<file path="config.mk">
export PLATFORM = sky130hd
export DESIGN_NAME = mul_seq
export DESIGN_NICKNAME = d
export VERILOG_FILES = /design/src/rtl/mul_pkg.sv /design/src/rtl/mul_step.sv /design/src/rtl/mul_seq.sv
export SDC_FILE = /design/constraint.sdc
export NUM_CORES = 1
export LEC_CHECK = 0
export ABC_CLOCK_PERIOD_IN_PS = 1700
export CORE_ASPECT_RATIO = 0.7
export CORE_UTILIZATION = 45
export CTS_BUF_LIST = sky130_fd_sc_hd__clkbuf_4 sky130_fd_sc_hd__clkbuf_8 sky130_fd_sc_hd__clkbuf_16
export CTS_CLUSTER_DIAMETER = 30
export DETAILED_ROUTE_END_ITERATION = 16
export GPL_TIMING_DRIVEN = 1
export PLACE_DENSITY = 0.72
export REMOVE_ABC_BUFFERS = 1
export SLEW_MARGIN = 40
export SYNTH_ARGS = -nofsm -noshare
export SYNTH_HDL_FRONTEND = slang
export SYNTH_SLANG_ARGS = --single-unit
</file>
<file path="constraint.sdc">
create_clock -name ck -period 1.7 [get_ports ck]
set_input_delay 0.255 -clock ck [delete_from_list [all_inputs] [get_ports ck]]
set_output_delay 0.255 -clock ck [all_outputs]
set_load 0.01 [all_outputs]
</file>
<file path="src/rtl/mul_pkg.sv">
// Shared types for the sequential shift-add multiplier (mul_seq).
// Optional two's-complement mode is enabled with MUL_SIGNED_EN.
package mul_pkg;

  typedef enum logic [1:0] {
    IDLE = 2'd0,
    RUN  = 2'd1,
    DONE = 2'd2
  } state_t;

  localparam int W_MIN = 2;
  localparam int W_MAX = 32;

  function automatic bit w_legal(input int w);
    return (w >= W_MIN) && (w <= W_MAX);
  endfunction

endpackage

</file>
<file path="src/rtl/mul_step.sv">
// One shift-add iteration on the (2W+1)-bit accumulator {hi[W:0], lo[W-1:0]}.
// With MUL_SIGNED_EN the multiplicand is sign-extended and the last step may subtract.
module mul_step #(
  parameter int W = 8
) (
  input  logic [2*W:0] acc,
  input  logic [W-1:0] mcand,
  input  logic         mbit,
`ifdef MUL_SIGNED_EN
  input  logic         sub,
  input  logic         sgn,
`endif
  output logic [2*W:0] nxt
);

  logic [W:0] hi;
  logic [W:0] addend;
  logic [W:0] sum;
  logic       fill;

  always_comb begin
    hi     = acc[2*W:W];
    addend = {1'b0, mcand};
    fill   = 1'b0;
`ifdef MUL_SIGNED_EN
    if (sgn) addend = {mcand[W-1], mcand};
    sum = hi;
    if (mbit) sum = sub ? (hi - addend) : (hi + addend);
    // signed partial products shift arithmetically; unsigned carry shifts in a zero
    if (sgn) fill = sum[W];
`else
    sum = mbit ? (hi + addend) : hi;
`endif
    nxt = (2*W+1)'({fill, sum, acc[W-1:0]} >> 1);
  end

endmodule

</file>
<file path="src/rtl/mul_seq.sv">
// Sequential W-bit shift-add multiplier, one multiplier bit per clock, start/fin handshake.
// Define MUL_SIGNED_EN to add the sgn port and two's-complement products.
module mul_seq
  import mul_pkg::*;
#(
  parameter int W = 8
) (
  input  logic           ck,
  input  logic           rst_n,
  input  logic           start,
  input  logic [W-1:0]   a,
  input  logic [W-1:0]   b,
`ifdef MUL_SIGNED_EN
  input  logic           sgn,
`endif
  output logic [2*W-1:0] o,
  output logic           fin,
  output logic           busy
);

  localparam int CW = $clog2(W);

  generate
    if (!w_legal(W)) begin : g_w_check
      $error("mul_seq: W=%0d outside legal range", W);
    end
  endgenerate

  state_t        state, state_n;
  logic [CW-1:0] cnt;
  logic [2*W:0]  acc, acc_n;
  logic [W-1:0]  mcand;
  logic          take;
  logic          last;
`ifdef MUL_SIGNED_EN
  logic          sgn_q;
`endif

  always_ff @(posedge ck) begin
    if (!rst_n) state <= IDLE;
    else        state <= state_n;
  end

  always_comb begin
    state_n = state;
    take    = 1'b0;
    last    = 1'b0;
    case (state)
      IDLE: begin
        if (start) begin
          take    = 1'b1;
          state_n = RUN;
        end
      end
      RUN: begin
        if (cnt == CW'(W-1)) begin
          last    = 1'b1;
          state_n = DONE;
        end
      end
      DONE: begin
        state_n = IDLE;
        if (start) begin
          take    = 1'b1;
          state_n = RUN;
        end
      end
      default: state_n = IDLE;
    endcase
  end

  assign busy = (state == RUN);

  mul_step #(.W(W)) u_step (
    .acc   (acc),
    .mcand (mcand),
    .mbit  (acc[0]),
`ifdef MUL_SIGNED_EN
    .sub   (sgn_q & last),
    .sgn   (sgn_q),
`endif
    .nxt   (acc_n)
  );

  // operand capture / iteration / result stage
  always_ff @(posedge ck) begin
    if (!rst_n) begin
      cnt   <= '0;
      acc   <= '0;
      mcand <= '0;
      o     <= '0;
      fin   <= 1'b0;
`ifdef MUL_SIGNED_EN
      sgn_q <= 1'b0;
`endif
    end else begin
      fin <= last;
      if (take) begin
        mcand <= a;
        acc   <= {{(W+1){1'b0}}, b};
        cnt   <= '0;
`ifdef MUL_SIGNED_EN
        sgn_q <= sgn;
`endif
      end else if (state == RUN) begin
        acc <= acc_n;
        cnt <= cnt + CW'(1);
      end
      if (last) o <= acc_n[2*W-1:0];
    end
  end

endmodule

</file>
# Yosys cells after proc, flatten, opt, wreduce, memory -nomap -nowiden
# Index checks and enable logic that the tools add are counted.
# W data, S select, Z words.
dict set report totals {
  ramBits 0
  out_inout_bits 18
  n_memories 0
  input_bits 19
  mem_bits_ro 0
  register_bits 46
  latch_bits 0
  elab_cells 31
}
dict set report classes {
  eq_ne 5
  bitwise 1
  n_lt_le_gt_ge 0
  mul 0
  n_addsub 2
  mux 11
  n_div 0
  reduce_logical 5
  shift 0
}
# operator n
set op_table {}
lappend op_table {{$mux W8} 2}
lappend op_table {{$add A8 B8 Y9} 1}
lappend op_table {{$mux W9} 1}
lappend op_table {{$pmux W2 S3} 1}
lappend op_table {{$mux W1} 5}
lappend op_table {{$mux W2} 2}
lappend op_table {{$reduce_or A2 Y1} 2}
lappend op_table {{$add A3 B1 Y3 const B} 1}
lappend op_table {{$eq A3 B3 Y1 const B} 1}
lappend op_table {{$eq A2 B1 Y1 const B} 1}
lappend op_table {{$eq A2 B2 Y1 const B} 1}
lappend op_table {{$logic_not A2 Y1} 1}
lappend op_table {{$ne A2 B1 Y1 const B} 1}
lappend op_table {{$ne A2 B2 Y1 const B} 1}
lappend op_table {{$reduce_and A2 Y1} 1}
lappend op_table {{$reduce_bool A2 Y1} 1}
lappend op_table {{$not A1 Y1} 1}

# Longest topological paths before layout
dict set report logic_depth {
  depth_word 4
  depth_mapped 8
  depth_no_buf 8
}

# By module
# Synthesis repeated with hierarchy kept, for this count alone.
dict set report unflattened {
  cells_unflattened 280
  hier_area_um2 2334.7
}
# mod area_per_inst_um2 seq_area_each_um2 instances cells_per_inst
set by_module_without_submodules {}
lappend by_module_without_submodules {mul_seq 1794.2 940.9 1 207}
lappend by_module_without_submodules {mul_step 540.5 0.0 1 73}

# Worst setup path before layout
# No wires, ideal clock.
dict set report synth_timing {
  path_kind {register -> register}
  from {register acc[8]}
  to {register acc[11]}
  setup_ns 0.128
  path_stages_with_launch 9
  n_path_buf 0
  period_less_slack_ns 1.744
  path_slack_ns -0.044
  required_time_ns 1.572
  arrival_ns 1.617
  cell_sequence {dfxtp_1 > ha_1 > inv_1 > fa_1 > nor2b_2 > o21ai_0 > a211o_1 > nor2_1 > nor3_1}
}
dict set report synth_between {
  elab_chain_len 2
}
# item line
set synth_lines {}
lappend synth_lines {{start: declaration} mul_seq.sv:31} ;# logic [2*W:0] acc, acc_n;
lappend synth_lines {{start signal: assignment} mul_seq.sv:100} ;# acc <= {{(W+1){1'b0}}, b};
lappend synth_lines {{start signal: assignment} mul_seq.sv:106} ;# acc <= acc_n;
lappend synth_lines {{$add A8 B8 Y9} mul_step.sv:32} ;# sum = mbit ? (hi + addend) : hi;
lappend synth_lines {{$mux W9} mul_step.sv:32}
# No other way between the ends.
# A chain may end at the register's enable or synchronous reset.

# Final worst setup path
# Same ends and word-level chain as after synthesis.

==> metrics.csv <==
metric,value,unit
"delay-heaviest family, CP",adder cells,
post-DP HPWL,3.49,mm
crit start category,flop,
worst slack at placement,-0.0813,ns
wire length per cell,14.3,um
Rows,20,
Clock transition at path regs,0.09,ns
"most common cell after layout, fill and taps aside",nand2_1,
RSZ-0062 raised after global routing,yes,
Final GP Congestion,0.857,
clk_skew,0.00381,ns
Initial Util,48.5,%
worst min path class,flop to flop,
"area leader, netlist",dfxtp_1,
die width,85.3,um
die area,5140,um2
Reg2Reg Depth,8,
max cap viols,0,
f_max,598,MHz
first-pass GRT wire length,8.37,mm
final setup vio count,0,
Reg-to-Reg Start,acc[8]$_SDFFE_PP0P_,
R2R setup slack,0.03,ns
Core Region,4500,um2
Post-Syn Instances,253,
Buf/Inv on CP,1,
port bufs,36,
grt ovf,0,
CTS tree,yes,
Hold Fails Final Rpt,0,
Leakage,0.00117,uW
critical setup path kind,flop to flop,
Final #Nets,330,
utilization after layout,63.4,%
clk root buf,clkbuf_8,
Final WS setup,0.0291,ns
Critical Path End,acc[11]$_SDFFE_PP0P_,
Layout area overhead,30.7,%
pwr dens,821,nW/um2
NetSw,599,uW
CP required,1.90,ns
Clock power frac,35.6,%
Post-synth EDFFs,0,
Vert. Die Dim,60.3,um
synthesized area,2190,um2
reg-to-reg critical path endpoint,acc[11]$_SDFFE_PP0P_,
post-synth top area share,42.1,%
Setup crit start,acc[8]$_SDFFE_PP0P_,
drt pass-1 iters,4,
crit path capture type,flop,
Cell variety after synth,45,
Worst Tran Pin Value,0.426,ns
cts bufs inserted,5,
fin. max-slew vios,0,
Residual DRC,0,
Vias,1888,
Routed Antenna Nets,0,
Total GRT Usage,21.2,%
switching portion of total power,25.5,%
power share of the sequential group,49.7,%
DR iter-0 viols,81,
Critical Path Slowest Stage Cell,dfxtp_2,
Syn Area/Cell,8.64,um2
Hold Startpoint,o[15]$_SDFFE_PN0P_,
DR vias/cell,5.30,
largest net degree at the start of global routing,25,
Period minus WS final,1.67,ns
most frequent cells in the layout,"51 x nand2_1, 42 x dfxtp_1, 36 x clkdlybuf4s50_1, 24 x nor2_1, 19 x buf_4",
yosys warns,0,
crit-path max cell delay,0.36,ns
logic gate share of total power,14.7,%
Slew HR,71.5,%
post-synthesis sequential area ratio,42.1,%
Critical Path AT,1.87,ns
antenna violations before repair,0,
dominant synthesized flop cell,dfxtp_1,
highest ir drop seen on vdd,0.518,mV
Antenna diodes,0,
number of global-route vias before repair,1732,
Internal Power,1750,uW
Routed WL,5.10,mm
critical path depth,8,
Bufs on Longest Clock Path,2,
H-tree Lvls,2,
Tcrit/Tclk final,98.3,%
layout cells sized above 1,15.9,%
synthesized flop and latch total,46,
crit-path cells,ha_4 -> inv_2 -> fa_2 -> nor2b_4 -> o21ai_1 -> a211o_1 -> nor2_1 -> nor3_1,
CP max FO,3,
run status,"complete, no violations",
Post-synth ARST share,0,%
Clock Sinks,46,
Clock Latency Late Sink,0.30,ns
main area contributors after synthesis,"dfxtp_1 42%, nand2_1 8.8%, ha_1 5.7%",
top-level I/O count,37,
[repair_timing]
item | in CTS | in global routing
cloned | 0 | 0
resized for setup | 9 | 11
buffers inserted | 1 | 1
pin swaps | 5 | 6
hold buffers | 0 | 0
endpoints found under the setup margin | 5 | 12
[sequential cells by signal (all words and copies together), names as in the netlist]
signal  cells
acc        16
cnt         3
fin         1
mcand       8
o          16
state       2
[power by group through the flow]
| stage | clock [uW] | combinational [uW] | sequential, uW |
|---|---|---|---|
| after floorplan | 0 | 176 | 1180 |
| after global placement | 0 | 318 | 1180 |
| after detailed placement | 0 | 321 | 1180 |
| after CTS | 855 | 330 | 1160 |
| after global routing | 900 | 380 | 1170 |
| final | 836 | 345 | 1170 |
[kinds of logic (layout without fill, tap and decap cells)]
kind of cell	count (synthesis)	count (layout)	share of synthesized area, %
compound gates	67	67	22.6
xor+xnor	4	4	1.60
fa+ha+maj	11	11	6.64
buf+inv	23	71	6.12
flops	46	46	42.1
mux	4	4	1.83
simple gates	98	98	19.1
[Yosys cell counts (4+ instances only)]
| cell | instances |
|---|---|
| a21boi_0 | 14 |
| a21oi_1 | 10 |
| buf_2 | 4 |
| buf_4 | 4 |
| clkbuf_1 | 5 |
| dfxtp_1 | 46 |
| ha_1 | 10 |
| inv_1 | 6 |
| mux2i_1 | 4 |
| nand2_1 | 51 |
| nand2b_1 | 4 |
| nor2_1 | 25 |
| nor3_1 | 4 |
| o211a_1 | 4 |
| o21ai_0 | 10 |
| o221ai_1 | 7 |
[tightest hold or removal path: cells and delay by family, from the launching register on]
family	cells	cell delay [ns]
simple gates	1	0.05
compound gates	1	0.05
flops	1	0.32
[through the flow]
step	instance area [um2]	hold WS [ns]	std cells	TNS [ns]	total power, uW
finish	2860	0.453	356	0	2350
global route	2860	0.481	356	-0.171	2450
floorplan	2080	0.377	237	-0.172	1350
CTS	2800	0.457	355	0	2350
global placement	2640	0.441	346	-0.0558	1500
detailed placement	2640	0.445	346	-0.146	1500
[area by class of cell]
cell class                      instances  area, um2
Clock buffer                            6       76.3
Fill cell                             393       1650
Sequential cell                        46        926
Inverter                                7       26.3
Clock inverter                          2       37.5
Tap cell                               55       68.8
Multi-Input combinational cell        184       1210
Timing Repair Buffer                   56        514
[worst min-delay path by stage]
stage	end	slack, ns	cells after the start
floorplan	state[0]$_SDFFE_PN0P_	0.38	1
global placement	o[15]$_SDFFE_PN0P_	0.44	2
detailed placement	o[15]$_SDFFE_PN0P_	0.44	2
CTS	o[15]$_SDFFE_PN0P_	0.46	2
global route	o[15]$_SDFFE_PN0P_	0.48	2
finish	o[15]$_SDFFE_PN0P_	0.45	2
[routing by layer]
metal | vias up | share of wire [%] | GRT usage, %
met3 | 4 | 6.4 | 5.52
met1 | 834 | 50 | 29.7
met2 | 73 | 43 | 32.6
li1 | 977 | - | -
met5 | - | 0 | 0
met4 | 0 | 0.80 | 6.19
Note: power is estimated with default switching activity, not from simulation.
